==> src/rtl/ieu_issue_stage.sv <==
// Integer execution unit issue stage: captures decoded ALU ops, selects operands,
// holds the op in the EX register that drives the ALU, and hands the result to
// writeback. A one-entry skid buffer lets in_ready come straight from a flop.

package pipeline;
    localparam int XLEN = 32;
endpackage

module ieu_issue_stage
    import pipeline::*;
#(
    parameter int REG_ADDR_W = 5
) (
    input  logic                  clk,
    input  logic                  reset,
    input  logic                  flush,
    input  logic                  in_valid,
    output logic                  in_ready,
    input  logic [2:0]            in_funct3,
    input  logic [6:0]            in_funct7,
    input  logic [1:0]            in_op1_sel,
    input  logic                  in_op2_sel,
    input  logic [XLEN-1:0]       in_rs1_data,
    input  logic [XLEN-1:0]       in_rs2_data,
    input  logic [XLEN-1:0]       in_imm,
    input  logic [XLEN-1:0]       in_pc,
    input  logic [REG_ADDR_W-1:0] in_rd,
    output logic [2:0]            alu_funct3,
    output logic [6:0]            alu_funct7,
    output logic [XLEN-1:0]       alu_operand_1,
    output logic [XLEN-1:0]       alu_operand_2,
    input  logic [XLEN-1:0]       alu_result,
    output logic                  out_valid,
    input  logic                  out_ready,
    output logic [XLEN-1:0]       out_result,
    output logic [REG_ADDR_W-1:0] out_rd,
    output logic [XLEN-1:0]       out_pc
);

    typedef struct packed {
        logic [2:0]            funct3;
        logic [6:0]            funct7;
        logic [XLEN-1:0]       op1;
        logic [XLEN-1:0]       op2;
        logic [REG_ADDR_W-1:0] rd;
        logic [XLEN-1:0]       pc;
    } payload_t;

    logic     ex_valid_q, ex_valid_d;
    logic     sk_valid_q, sk_valid_d;
    payload_t ex_q, ex_d;
    payload_t sk_q, sk_d;
    payload_t in_pl;

    logic in_fire;
    logic out_fire;
    logic ex_free;

    assign in_ready = !sk_valid_q;
    assign out_valid = ex_valid_q;
    assign in_fire = in_valid & in_ready;
    assign out_fire = out_valid & out_ready;
    assign ex_free = !ex_valid_q | out_fire;

    // Capture-side operand selection and funct7 cleanup. Immediate ops carry
    // immediate bits in instr[31:25]; only shift-right-immediate needs them.
    always_comb begin
        in_pl        = '0;
        in_pl.funct3 = in_funct3;
        in_pl.rd     = in_rd;
        in_pl.pc     = in_pc;
        case (in_op1_sel)
            2'b00:   in_pl.op1 = in_rs1_data;
            2'b01:   in_pl.op1 = in_pc;
            default: in_pl.op1 = '0;
        endcase
        in_pl.op2 = in_op2_sel ? in_imm : in_rs2_data;
        if (in_op2_sel && (in_funct3 != 3'b101)) begin
            in_pl.funct7 = 7'b0;
        end else begin
            in_pl.funct7 = in_funct7;
        end
    end

    // Next state for EX and skid; flush overrides everything, the skid always
    // refills EX before a new input so ops leave in acceptance order.
    always_comb begin
        ex_valid_d = ex_valid_q;
        sk_valid_d = sk_valid_q;
        ex_d       = ex_q;
        sk_d       = sk_q;
        if (flush) begin
            ex_valid_d = 1'b0;
            sk_valid_d = 1'b0;
        end else begin
            if (ex_free) begin
                if (sk_valid_q) begin
                    ex_d       = sk_q;
                    ex_valid_d = 1'b1;
                    sk_valid_d = 1'b0;
                end else if (in_fire) begin
                    ex_d       = in_pl;
                    ex_valid_d = 1'b1;
                end else begin
                    ex_valid_d = 1'b0;
                end
            end
            if (in_fire && !ex_free) begin
                sk_d       = in_pl;
                sk_valid_d = 1'b1;
            end
        end
    end

    // State registers; reset clears valids and payloads so the ALU sees zeros.
    always_ff @(posedge clk or posedge reset) begin
        if (reset) begin
            ex_valid_q <= 1'b0;
            sk_valid_q <= 1'b0;
            ex_q       <= '0;
            sk_q       <= '0;
        end else begin
            ex_valid_q <= ex_valid_d;
            sk_valid_q <= sk_valid_d;
            ex_q       <= ex_d;
            sk_q       <= sk_d;
        end
    end

    assign alu_funct3    = ex_q.funct3;
    assign alu_funct7    = ex_q.funct7;
    assign alu_operand_1 = ex_q.op1;
    assign alu_operand_2 = ex_q.op2;
    assign out_result    = alu_result;
    assign out_rd        = ex_q.rd;
    assign out_pc        = ex_q.pc;

endmodule
==> config.mk <==
export PLATFORM = sky130hd
export DESIGN_NAME = ieu_issue_stage
export DESIGN_NICKNAME = d
export VERILOG_FILES = /design/src/rtl/ieu_issue_stage.sv
export SDC_FILE = /design/constraint.sdc
export NUM_CORES = 1
export LEC_CHECK = 0
export CAP_MARGIN = 20
export CELL_PAD_IN_SITES_DETAIL_PLACEMENT = 0
export CELL_PAD_IN_SITES_GLOBAL_PLACEMENT = 2
export CORE_UTILIZATION = 31
export DETAILED_ROUTE_END_ITERATION = 6
export PLACE_DENSITY_LB_ADDON = 0.12
export SETUP_SLACK_MARGIN = 0.5
export SKIP_CTS_REPAIR_TIMING = 1
export SYNTH_ARGS = -nofsm -noshare
export SYNTH_HDL_FRONTEND = slang
export SYNTH_SLANG_ARGS = --single-unit
==> constraint.sdc <==
create_clock -name clk -period 15.6 [get_ports clk]
set_input_delay 2.34 -clock clk [delete_from_list [all_inputs] [get_ports clk]]
set_output_delay 2.34 -clock clk [all_outputs]
set_load 0.01 [all_outputs]
==> results.sh <==
export IMPL_status="finished, final reports clean"
export IMPL_area_growth_pct=33.1
export IMPL_cp_startpoint="out_ready"
export IMPL_cts_buffer_depth=3
export IMPL_reg2reg_depth=5
export IMPL_route_detailed_drc=0
export IMPL_cts_clk_slew_worst_paths_ns=0.06
export IMPL_synth_common_cells="224 x dfrtp_1, 140 x o21ai_0, 104 x mux2i_1"
export IMPL_via_per_inst=5.02
export IMPL_relSlewSlack_pct=31.0
export IMPL_antenna_found_initial=0
export IMPL_reg2reg_from="sk_valid_q$_DFFE_PP0P_"
export IMPL_worstSetupStartpointType="input pin"
export IMPL_grt_pass1_vias=8396
export IMPL_fin_skew_ns=0.0162
export IMPL_track_usage_pct=18.1
export IMPL_leakagePower_nw=5.64
export IMPL_dp_hpwl_um=19300
export IMPL_synth_cell_types=32
export IMPL_htreeDepth=1
export IMPL_setup_violations=0
export IMPL_hold_viol_final=0
export IMPL_reg2reg_slack_ns=12.60
export IMPL_synth_nets=1155
export IMPL_ys_ff_latch=224
export IMPL_ys_top_cells_by_area="dfrtp_1 53%, mux2i_1 9.8%, mux2_2 7.7%"
export IMPL_rsz0062_at_grt="no"
export IMPL_grt_pass1_wl_um=50100
export IMPL_layout_nets=1341
export IMPL_num_vias=8149
export IMPL_met3_usage_pct=2.84
export IMPL_cts_sinks=224
export IMPL_final_setup_tns_ns=0
export IMPL_seq_area_frac_synth_pct=53.0
export IMPL_slew_viol_final=0
export IMPL_critPathKind="input pin to register"
export IMPL_core_um2=33500
export IMPL_antenna_left=0
export IMPL_end_kind="register"
export IMPL_synthArstFlopShare_pct=100
export IMPL_synth_most_common_cell="dfrtp_1"
export IMPL_tightest_slew_ns=1.04
export IMPL_met2_usage_pct=30.1
export IMPL_cts_root_buf="clkbuf_16"
export IMPL_synth_ff_type="dfrtp_1"
export IMPL_wl_um=31500
export IMPL_netlist_instances=972
export IMPL_drt_initial_drc_count=407
export IMPL_yosys_warnings=0
export IMPL_top_usage_layer="met2"
export IMPL_clock_latency_ns=0.54
export IMPL_post_route_period_util_pct=30.4
export IMPL_fmax_ghz=0.211
export IMPL_cp_max_fo=65
export IMPL_place_gp_congestion=0.699
export IMPL_rows=67
export IMPL_layout_min_cycle_time_ns=4.74
export IMPL_die_height_um=187
export IMPL_powerDensity_nw_per_um2=124
export IMPL_stdcell_count=1623
export IMPL_numCtsBuffers=28
export IMPL_r2r_end="alu_operand_2[0]$_DFFE_PP0P_"
export IMPL_gr_usage_met1_pct=25.0
export IMPL_synth_top_area_share_pct=53.0
export IMPL_critPathRequiredTime_ns=16.02
export IMPL_netlist_top_cell_by_area="dfrtp_1"
export IMPL_die_area_um2=34900
export IMPL_cap_violations=0
export IMPL_cts_tree="built"
export IMPL_io_pins=328
export IMPL_arrival_ns=5.16
export IMPL_crit_end="sk_q[18]$_DFFE_PP0P_"
export IMPL_die_w_um=187
export IMPL_initial_core_util_pct=31.5
export IMPL_io_buffers=263
export IMPL_postSynthAreaPerCell_um2=10.9
export IMPL_diodes=0
export IMPL_grt_max_degree=88
export IMPL_wl_per_cell_um=19.4
export IMPL_hold_path_class="register to register"
export IMPL_syn_area_um2=10600
export IMPL_synth_edf_count=0
export IMPL_overflow=0
export IMPL_dp_cells=1575
export IMPL_drive_gt1_share_pct=11.9
export IMPL_peakVddDrop_mv=0.0974
export IMPL_first_pass_iters=4
## worst min path at each step
stage	depth (start not counted)	end	startpoint
6_report	2	sk_q[86]$_DFFE_PP0P_	sk_q[86]$_DFFE_PP0P_
5_1_grt	2	sk_q[92]$_DFFE_PP0P_	sk_q[92]$_DFFE_PP0P_
4_1_cts	1	alu_operand_2[6]$_DFFE_PP0P_	alu_operand_2[6]$_DFFE_PP0P_
3_5_place_dp	1	alu_operand_2[6]$_DFFE_PP0P_	alu_operand_2[6]$_DFFE_PP0P_
3_3_place_gp	2	sk_q[98]$_DFFE_PP0P_	sk_q[98]$_DFFE_PP0P_
2_1_floorplan	2	sk_q[80]$_DFFE_PP0P_	sk_q[80]$_DFFE_PP0P_
## kinds of logic (layout without fill, tap and decap cells)
family,Yosys count,after routing,share of synthesized area (%)
DFF,224,224,53.0
and+or+nand+nor,111,111,4.88
AOI/OAI and AO/OA,335,335,17.6
buffers and inverters,125,328,6.90
muxes,177,177,17.6
## routing by layer
layer | up-vias | routed length, um | share of wire [%]
li1 | 3867 | - | -
met1 | 4020 | 14500 | 46
met2 | 232 | 14900 | 47
met3 | 30 | 1600 | 5.1
met4 | 0 | 472 | 1.5
met5 | - | 0 | 0
## critical path, cell delays in order
cell and delay, ns:
clkdlybuf4s50_1 0.47, nor2b_4 0.12, buf_4 0.47, nand3_4 0.65
buf_4 0.62, mux2_2 0.39
## cells in the final DEF (no fill, tap or decap), drive strengths merged, types with 3 or more instances in the layout
master | netlist | routed
a21oi | 39 | 39
a22o | 7 | 7
a31oi | 40 | 40
buf | 73 | 17
clkbuf | 48 | 39
clkdlybuf4s50 | 0 | 260
clkinv | 1 | 7
dfrtp | 224 | 224
inv | 3 | 4
mux2 | 73 | 73
mux2i | 104 | 104
nand2 | 71 | 71
nor2 | 3 | 3
o211ai | 7 | 7
o21ai | 207 | 207
o31ai | 32 | 32
or3 | 32 | 32
## sequential cells by signal, summed over array words and instances, names as in the netlist
name / flops
alu_operand_1: 32
sk_q: 111
sk_valid_q: 1
out_pc: 32
alu_funct7: 7
out_rd: 5
alu_operand_2: 32
alu_funct3: 3
out_valid: 1
## cell type report
class                      count  area [um^2]
timing repair buffer         277         2740
clock inverter                 8         65.1
fill                        3257        19500
tap                          448          561
inverter                       4         22.5
sequential                   224         5610
multi-input combinational    623         4280
clock buffer                  39          793
## metrics by stage
stage | hold slack [ns] | total power, mW | instance area [um^2] | setup slack (ns) | utilization, %
6_report | 0.488 | 1.74 | 14100 | 10.86 | 42.0
3_3_place_gp | 0.473 | 1.14 | 13200 | 10.26 | 39.3
4_1_cts | 0.490 | 1.77 | 14000 | 10.79 | 41.9
2_1_floorplan | 0.456 | 0.945 | 10600 | 7.13 | -
3_5_place_dp | 0.477 | 1.14 | 13200 | 10.23 | 39.3
5_1_grt | 0.507 | 1.84 | 14100 | 10.63 | 42.0
## power breakdown
part	total (mW)	internal, mW	switching [mW]
clock network	0.612	0.366	0.245
registers	0.762	0.698	0.0641
logic	0.366	0.208	0.159
No activity file was read; power rests on OpenSTA's default activity.
